[src/rtl/pipa_sim_pkg.sv]
// Shared types and helpers for the PIPA stimulus generator.
// Slot polarity, bias encoding and the plus/minus slot decode live here.
package pipa_sim_pkg;

    localparam logic POL_PLUS  = 1'b1;
    localparam logic POL_MINUS = 1'b0;

    typedef enum logic [1:0] {
        BIAS_NONE = 2'b00,
        BIAS_POS  = 2'b01,
        BIAS_NEG  = 2'b11
    } bias_t;

    // Returns POL_PLUS when the slot emits plus pulses. A positive bias
    // steals the first minus slot, a negative bias gives up the last plus slot.
    function automatic logic plus_slot(input int slot, input bias_t bias, input int h);
        logic pol;
        pol = (slot < h) ? POL_PLUS : POL_MINUS;
        if ((bias == BIAS_POS) && (slot == h)) begin
            pol = POL_PLUS;
        end
        if ((bias == BIAS_NEG) && (slot == h - 1)) begin
            pol = POL_MINUS;
        end
        return pol;
    endfunction

endpackage

[src/rtl/pipa_axis.sv]
// One simulated accelerometer axis: rate accumulator, moding bias,
// slot polarity decode, pulse gating and signed net pulse counter.
module pipa_axis
    import pipa_sim_pkg::*;
#(
    parameter int CYCLE_LEN = 6,
    parameter int ACC_W     = 16,
    parameter int CNT_W     = 16,
    parameter int SLOT_W    = 3
) (
    input  logic              clk,
    input  logic              rst_n,
    input  logic              enable,
    input  logic [ACC_W-1:0]  rate,
    input  logic              boundary,
    input  logic              cnt_evt,
    input  logic              clr,
    input  logic [SLOT_W-1:0] slot,
    input  logic              pipdat,
    output logic              pipa_p,
    output logic              pipa_m,
    output logic [CNT_W-1:0]  net_cnt
);

    logic [ACC_W-1:0] acc;
    logic [ACC_W-1:0] mag;
    logic [ACC_W:0]   acc_sum;
    bias_t            bias;
    bias_t            bias_next;
    logic             pol;

    // Two's-complement negate; the most-negative rate maps to 2^(ACC_W-1).
    always_comb begin
        mag       = rate[ACC_W-1] ? (~rate + 1'b1) : rate;
        acc_sum   = {1'b0, acc} + {1'b0, mag};
        bias_next = BIAS_NONE;
        if (acc_sum[ACC_W]) begin
            bias_next = rate[ACC_W-1] ? BIAS_NEG : BIAS_POS;
        end
    end

    always_comb begin
        pol    = plus_slot(int'(slot), bias, CYCLE_LEN / 2);
        pipa_p = enable & pipdat & (pol == POL_PLUS);
        pipa_m = enable & pipdat & (pol == POL_MINUS);
    end

    // A disabled axis freezes acc but drops its bias immediately.
    always_ff @(posedge clk or negedge rst_n) begin
        if (!rst_n) begin
            acc  <= '0;
            bias <= BIAS_NONE;
        end else if (!enable) begin
            bias <= BIAS_NONE;
        end else if (boundary) begin
            acc  <= acc_sum[ACC_W-1:0];
            bias <= bias_next;
        end
    end

    always_ff @(posedge clk or negedge rst_n) begin
        if (!rst_n) begin
            net_cnt <= '0;
        end else if (clr) begin
            net_cnt <= '0;
        end else if (cnt_evt && enable) begin
            if (pol == POL_PLUS) begin
                net_cnt <= net_cnt + CNT_W'(1);
            end else begin
                net_cnt <= net_cnt - CNT_W'(1);
            end
        end
    end

endmodule

[src/rtl/pipa_sim.sv]
// PIPA stimulus generator top: PIPASW/PIPDAT edge detection, the shared
// moding slot counter and AXES independent axis instances.
module pipa_sim
    import pipa_sim_pkg::*;
#(
    parameter int AXES      = 3,
    parameter int CYCLE_LEN = 6,
    parameter int ACC_W     = 16,
    parameter int CNT_W     = 16,
    localparam int SLOT_W   = $clog2(CYCLE_LEN)
) (
    input  logic                  clk,
    input  logic                  rst_n,
    input  logic                  pipasw,
    input  logic                  pipdat,
    input  logic [AXES-1:0]       enable,
    input  logic [AXES*ACC_W-1:0] rate,
    input  logic                  clr,
    output logic [AXES-1:0]       pipa_p,
    output logic [AXES-1:0]       pipa_m,
    output logic [AXES*CNT_W-1:0] net_cnt,
    output logic [SLOT_W-1:0]     slot
);

    localparam logic [SLOT_W-1:0] SLOT_LAST = SLOT_W'(CYCLE_LEN - 1);

    logic pipasw_q;
    logic pipdat_q;
    logic sw_rise;
    logic dat_rise;
    logic boundary;

    always_ff @(posedge clk or negedge rst_n) begin
        if (!rst_n) begin
            pipasw_q <= 1'b0;
            pipdat_q <= 1'b0;
        end else begin
            pipasw_q <= pipasw;
            pipdat_q <= pipdat;
        end
    end

    // The wrap edge is the cycle boundary; axes latch their new bias on it
    // so the bias covers every slot of the following cycle.
    always_comb begin
        sw_rise  = pipasw & ~pipasw_q;
        dat_rise = pipdat & ~pipdat_q;
        boundary = sw_rise && (slot == SLOT_LAST);
    end

    always_ff @(posedge clk or negedge rst_n) begin
        if (!rst_n) begin
            slot <= '0;
        end else if (sw_rise) begin
            slot <= (slot == SLOT_LAST) ? '0 : slot + 1'b1;
        end
    end

    for (genvar i = 0; i < AXES; i++) begin : g_axis
        pipa_axis #(
            .CYCLE_LEN (CYCLE_LEN),
            .ACC_W     (ACC_W),
            .CNT_W     (CNT_W),
            .SLOT_W    (SLOT_W)
        ) u_axis (
            .clk      (clk),
            .rst_n    (rst_n),
            .enable   (enable[i]),
            .rate     (rate[i*ACC_W +: ACC_W]),
            .boundary (boundary),
            .cnt_evt  (dat_rise),
            .clr      (clr),
            .slot     (slot),
            .pipdat   (pipdat),
            .pipa_p   (pipa_p[i]),
            .pipa_m   (pipa_m[i]),
            .net_cnt  (net_cnt[i*CNT_W +: CNT_W])
        );
    end

endmodule

[config.mk]
export PLATFORM = sky130hd
export DESIGN_NAME = pipa_sim
export DESIGN_NICKNAME = d
export VERILOG_FILES = /design/src/rtl/pipa_sim_pkg.sv /design/src/rtl/pipa_axis.sv /design/src/rtl/pipa_sim.sv
export SDC_FILE = /design/constraint.sdc
export NUM_CORES = 1
export LEC_CHECK = 0
export BUFFER_PORTS_ARGS = -buffer_cell sky130_fd_sc_hd__buf_2
export CAP_MARGIN = 20
export CORE_MARGIN = 10
export CORE_UTILIZATION = 55
export CTS_CLUSTER_DIAMETER = 100
export DETAILED_ROUTE_END_ITERATION = 10
export GPL_TIMING_DRIVEN = 0
export HOLD_SLACK_MARGIN = 0.05
export PLACE_DENSITY = 0.85
export SETUP_SLACK_MARGIN = 0.4
export SLEW_MARGIN = 40
export SYNTH_ARGS = -nofsm -noshare
export SYNTH_HDL_FRONTEND = slang
export SYNTH_SLANG_ARGS = --single-unit
[constraint.sdc]
create_clock -name clk -period 4.3 [get_ports clk]
set_clock_uncertainty 0.15 [all_clocks]
set_input_delay 1.075 -clock clk [delete_from_list [all_inputs] [get_ports clk]]
set_output_delay 1.075 -clock clk [all_outputs]
set_load 0.01 [all_outputs]
==> flow_summary.yaml, run 1 <==
outcome:
  status: "complete, no violations"
routing:
  vias_per_cell: 5.796
  wl_um: 21940
  wl_per_cell_um: 15.82
  first_pass_iters: 5
  drt_iter0_drc: 497
  vias: 8039
  ant_nets: 0
  drcViolationCount: 0
floorplan:
  core-area_sq_um: 15830
  initial_core_util_pct: 56.11
  die_x_um: 147.1
  die_area_sq_um: 21630
  fp.dieH_um: 147.1
  row_count: 46
  io_pins: 113
critical_path:
  critPathArrivalTime_ns: 3.79
  rrSetupSlack_ns: 0.61
  reg2regPathDepth: 12
  critPathLaunchType: "primary input"
  crit_type: "in -> reg"
  rr_endpoint: "g_axis[1].u_axis.net_cnt[13]"
  crit_path_max_fanout: 10
  required_ns: 4.38
  cp-end-kind: "flop"
  r2r_start: "g_axis[1].u_axis.bias[0]"
cells_and_area:
  drive_above_1_share_pct: 15.90
  fin_nets: 1325
  multiInputGateArea_sq_um: 6128
  area_growth_pct: 15.47
  ff_latch_area_sq_um: 2678
  nFillCells: 1329
yosys:
  synth_edf_count: 0
  synth_common_cells: "nand2_1, dfrtp_1, a21oi_1"
  synth_flop_cell: "dfrtp_1"
  yosys.area.top_type: "dfrtp_1"
  synth_area_per_cell_sq_um: 8.581
  synth_nets: 1194
  synthCells: 1035
  synth_area_leaders: "dfrtp_1, ha_1, xnor2_1"
  synth_top_area_share_pct: 30.15
  synth.cell_area_sq_um: 8881
  synth_most_common_cell: "nand2_1"
  async_flop_share_pct: 100.0
  seq_area_frac_synth_pct: 30.15
  ys_warn_count: 0
  synth_cell_types: 59
  ys_ff_latch: 107
power:
  seq_power_share_pct: 26.3
  swShare_pct: 43.34
  pwr-share-comb_pct: 58.5
  power.switching_mw: 2.346
  vdd_ir_drop_max_uv: 230.0
  p_clk_share_pct: 15.2
  leakagePower_nw: 4.857
  p_int_mw: 3.067
  power.total_mw: 5.413
  p_per_area_nw_per_um2: 527.8
cts:
  clk_pin_slew_ns: 0.07
  clk_latency_ns: 0.35
  cts.htree.levels: 3
  cts_tree: "yes"
  cts_buffers: 9
  cts.sinks: 107
  clockBufferDepth: 2
  clockRootBuffer: "clkbuf_16"
global_routing:
  grt_pass1_vias: 7683
  grt_overflow: 0
  antenna_found_initial: 2
  grt_pass1_wl_um: 36000
  grt_usage_pct: 19.47
  grt_max_degree: 72
place:
  place_hpwl_um: 16380
  place_ws_ns: -0.006093
  gp_congestion: 0.9197
  io_buffers: 111
job:
  max_cap_viol_count: 0
hold_path:
  whs_path_depth: 2
  worst_hold_path.endpoint: "g_axis[0].u_axis.acc[13]"
  hold_start: "g_axis[0].u_axis.acc[13]"
  hp-class: "reg -> reg"
timing:
  rsz0062_at_grt: "true"
  relSlewSlack_pct: 48.96
  fmax_mhz: 269.7
  finalSetupViolCount: 0
  finalCritPeriodShare_pct: 86.23
  worst-slew-pin-transition_ns: 0.7628
  hold_viol: 0
  finalMaxSlewViolations: 0
  fin_crit_ns: 3.708
  fin_ws_ns: 0.5923
==> area by class of cell <==
| type | count | area share, % |
|---|---|---|
| clock buffers | 11 | 2.465 |
| plain buffers | 33 | 1.476 |
| repair buffers | 118 | 6.223 |
| clock inverters | 4 | 0.3172 |
| well taps | 216 | 2.635 |
| flip-flops and latches | 107 | 26.11 |
| diodes | 1 | 0.02440 |
| inverters | 27 | 0.9883 |
| multi-input cells | 870 | 59.76 |
==> power by group through the flow <==
stage / Combinational [mW] / Clock, mW / Sequential [mW]
finish: 3.17 / 0.822 / 1.42
global route: 3.54 / 0.885 / 1.46
CTS: 3.03 / 0.831 / 1.42
detailed placement: 2.99 / 0 / 1.44
global placement: 2.86 / 0 / 1.43
floorplan: 2.34 / 0 / 1.42
==> timing repair <==
| item | CTS | global route |
|---|---|---|
| setup endpoints to repair | 11 | 33 |
| pin swaps | 3 | 6 |
| resized for setup | 3 | 27 |
| gates cloned | 1 | 1 |
| hold buffers | 0 | 0 |
| setup buffers | 0 | 6 |
==> logic make-up (layout without fill, tap and decap cells) <==
family	after synthesis	after routing	synth area share (%)
xor gates and xnor gates	111	111	10.95
buffers and inverters	60	193	2.790
adders and majority gates	103	103	15.02
and+or+nand+nor	311	311	16.41
muxes	13	13	1.634
AOI/OAI and AO/OA	330	332	23.05
other	0	1	0
DFF	107	107	30.15
==> state kept, by name (all words and copies together) (netlist names) <==
register,flops
g_axis.u_axis.acc,48
g_axis.u_axis.bias,6
g_axis.u_axis.net_cnt,48
pipasw_q,1
pipdat_q,1
slot,3
==> per-layer routing <==
| layer | routed length (um) | track usage [%] |
|---|---|---|
| met2 | 10300 | 31.49 |
| met4 | 274 | 4.856 |
| met5 | 12 | 0 |
| met3 | 1142 | 3.962 |
| met1 | 10220 | 26.05 |
==> per-stage QoR <==
step                      setup TNS (ns)  cell area [sq um]  utilization [%]  std cells  hold WS, ns
final                                  0              10250            64.79       1387       0.3429
after global routing                   0              10250            64.79       1387       0.3586
after CTS                              0              10100            63.83       1379       0.3467
after detailed placement       -0.006093               9789            61.85       1363       0.3313
after global placement                 0               9726            61.45       1362       0.3199
after floorplan                        0               8900                -       1035       0.3038
==> cells in the final DEF (no fill, tap or decap), types with 19 or more instances in the layout <==
master / instances
nand2_1: 138
buf_2: 110
dfrtp_1: 107
a21oi_1: 100
ha_1: 96
xnor2_1: 85
o21ai_0: 83
nor2_1: 51
a21o_1: 29
inv_1: 27
xor2_1: 26
clkbuf_1: 23
nand3_1: 19
==> critical path, cell delays in order <==
cell and delay [ns]:
buf_2 0.18, clkbuf_2 0.28, nand2_1 0.08, o21ai_1 0.15, ha_1 0.29, a211o_1 0.36, a2111oi_4 0.42, o31ai_4 0.14
o221ai_2 0.21, nand2b_1 0.10, a21oi_2 0.16, xnor2_1 0.08, mux2_2 0.26
==> worst max path at each step <==
stage,start,to
after detailed placement,rate[32],g_axis[2].u_axis.bias[1]
after global placement,slot[1],g_axis[1].u_axis.net_cnt[13]
final,rate[47],g_axis[2].u_axis.acc[13]
after global routing,g_axis[1].u_axis.bias[0],g_axis[1].u_axis.net_cnt[13]
after floorplan,rate[33],g_axis[2].u_axis.acc[13]
after CTS,slot[1],g_axis[2].u_axis.net_cnt[15]
Power figures use the tool's default switching activity.
==> run 2: changes to the inputs <==
--- a/config.mk
+++ b/config.mk
@@ -5,7 +5,7 @@
 export SDC_FILE = /design/constraint.sdc
 export NUM_CORES = 1
 export LEC_CHECK = 0
-export BUFFER_PORTS_ARGS = -buffer_cell sky130_fd_sc_hd__buf_2
+export BUFFER_PORTS_ARGS = -buffer_cell sky130_fd_sc_hd__buf_4
 export CAP_MARGIN = 20
 export CORE_MARGIN = 10
 export CORE_UTILIZATION = 55
==> flow_summary.yaml, run 2 (synthesis results as in run 1) <==
timing:
  relSlewSlack_pct: 47.24
  rsz0062_at_grt: "true"
  fmax_mhz: 262.7
  worst-slew-pin-transition_ns: 0.7885
  fin_crit_ns: 3.807
  finalMaxSlewViolations: 0
  fin_tns_setup_ns: 0
  hold_viol: 0
  finalCritPeriodShare_pct: 88.53
  hold_ws_ns: 0.3424
  finalSetupViolCount: 0
global_routing:
  grt_pass1_wl_um: 37180
  antenna_found_initial: 0
  grt_pass1_vias: 7929
  grt_overflow: 0
  grt_max_degree: 108
  grt_usage_pct: 20.20
routing:
  vias: 8159
  ant_nets: 0
  wl_um: 22670
  drt_iter0_drc: 482
  drcViolationCount: 0
  vias_per_cell: 5.878
  wl_per_cell_um: 16.33
  first_pass_iters: 5
outcome:
  status: "complete, no violations"
critical_path:
  crit_path_max_fanout: 10
  critPathMostFrequentCell: "a21oi_1"
  critPathArrivalTime_ns: 3.93
  required_ns: 4.42
  timing.critical_path.buf_inv: 0
  cp_top_family: "compound AO/OA/AOI/OAI gates"
  cp_slowest_stage_delay_ns: 0.55
  cp-end-kind: "flop"
  r2r_start: "g_axis[1].u_axis.bias[0]"
  slowest_stage: "a21oi_1"
  setup.worst_path.start: "g_axis[1].u_axis.bias[0]"
  crit_type: "reg -> reg"
  critPathLaunchType: "flop"
  crit_chain: "a21o_1 -> a21oi_1 -> a31oi_4 -> ha_1 -> a21oi_1 -> a31oi_1 -> o41ai_2 -> nor2_1 -> o2111ai_1 -> a21oi_1 -> xnor2_1 -> a211oi_1"
place:
  placed_area_sq_um: 10040
  io_buffers: 111
  dpl.cell_count: 1362
  gp_congestion: 0.9097
  place_hpwl_um: 16550
power:
  power.total_mw: 5.550
  seq_power_share_pct: 25.8
  p_clk_share_pct: 15.3
  leakagePower_nw: 4.930
  swShare_pct: 42.80
  p_int_mw: 3.175
  power.switching_mw: 2.375
  vdd_ir_drop_max_uv: 313.3
  pwr-share-comb_pct: 58.9
  p_per_area_nw_per_um2: 525.0
floorplan:
  die_area_sq_um: 21630
  row_count: 46
  fp.dieH_um: 147.1
  initial_core_util_pct: 56.11
  io_pins: 113
  die_x_um: 147.1
  core-area_sq_um: 15830
cts:
  cts.htree.levels: 3
  hold_buffers: 0
  clk_latency_ns: 0.36
  clk_pin_slew_ns: 0.08
  clockBufferDepth: 2
  clockRootBuffer: "clkbuf_16"
  cts.sinks: 107
  cts_buffers: 9
  cts_tree: "yes"
job:
  max_cap_viol_count: 0
cells_and_area:
  diodes: 0
  mostFrequentLayoutCells: "nand2_1, buf_4, dfrtp_1, a21oi_1, ha_1"
  drive_above_1_share_pct: 16.04
  final_common_cell: "nand2_1"
  design_area_sq_um: 10570
  reg_top3: "g_axis.u_axis.acc x48, g_axis.u_axis.net_cnt x48, g_axis.u_axis.bias x6"
  area_growth_pct: 19.03
  fin_cells: 1388
  fin_nets: 1326
hold_path:
  hp-class: "reg -> reg"
  hold_start: "g_axis[1].u_axis.acc[15]"
## run 2: changes by cell type in the layout (fill, tap and decap cells not counted), moves of 2 or more
cell / previous run / this run
o21ai_1: 7 / 5
clkbuf_1: 23 / 25
buf_2: 110 / 0
buf_4: 12 / 122
clkbuf_8: 2 / 0
inv_6: 2 / 0
## run 2: worst min-delay path, delay by kind of cell, from the launching register on
kind             cells  cell delay [ns]
AO/OA/AOI/OAI        1             0.06
AND/OR/NAND/NOR      1             0.05
flip-flops           1             0.36
## run 2: timing repair
item,CTS,global route
gates resized for setup,1,31
pin swaps,2,9
endpoints found under the hold margin,0,0
setup buffers,0,7
setup endpoints to repair,7,34
cloned,1,1
## run 2: path summary, 6_finish.rpt
path                                           endpoint  slack, ns  cells past startpoint
setup / recovery           g_axis[1].u_axis.net_cnt[13]       0.49                     12
hold / removal                 g_axis[1].u_axis.acc[15]       0.34                      2
setup reg to reg           g_axis[1].u_axis.net_cnt[13]       0.49                     12
hold reg to reg                g_axis[1].u_axis.acc[15]       0.34                      2
max in group asynchronous       g_axis[2].u_axis.acc[3]       2.91                      2
min in group asynchronous   g_axis[1].u_axis.net_cnt[8]       0.44                      1
## run 2: power groups by stage
stage                     clock, mW  sequential (mW)  combinational [mW]
final                         0.848             1.43                3.27
after global placement            0             1.43                2.91
after detailed placement          0             1.44                3.05
after floorplan                   0             1.42                2.34
after CTS                     0.865             1.43                3.10
after global routing          0.907             1.46                3.67
## run 2: stage by stage
stage | worst slack [ns] | utilization [%]
finish | 0.4933 | 66.79
global route | 0.2984 | 66.79
CTS | 0.3956 | 65.38
detailed placement | 0.04591 | 63.42
global placement | 0.02091 | 63.20
floorplan | 0.4247 | -
## run 2: metal layers
metal	part of all wire (%)	vias to the layer above	global-route usage, %	routed length (um)
li1	-	4025	-	-
met1	44	3873	25.73	10040
met2	48	235	33.66	10940
met3	6.0	26	4.115	1353
met4	1.5	0	6.194	333
met5	0	-	0	0
## run 2: area by class of cell
type / count / area (sq um)
sequential: 107 / 2678
multi-input combinational: 870 / 6142
clock inverter: 5 / 62.56
tap: 216 / 270.3
buffer: 33 / 151.4
clock buffer: 11 / 232.7
fill: 1304 / 5256
timing repair buffer: 119 / 933.4
inverter: 27 / 101.3
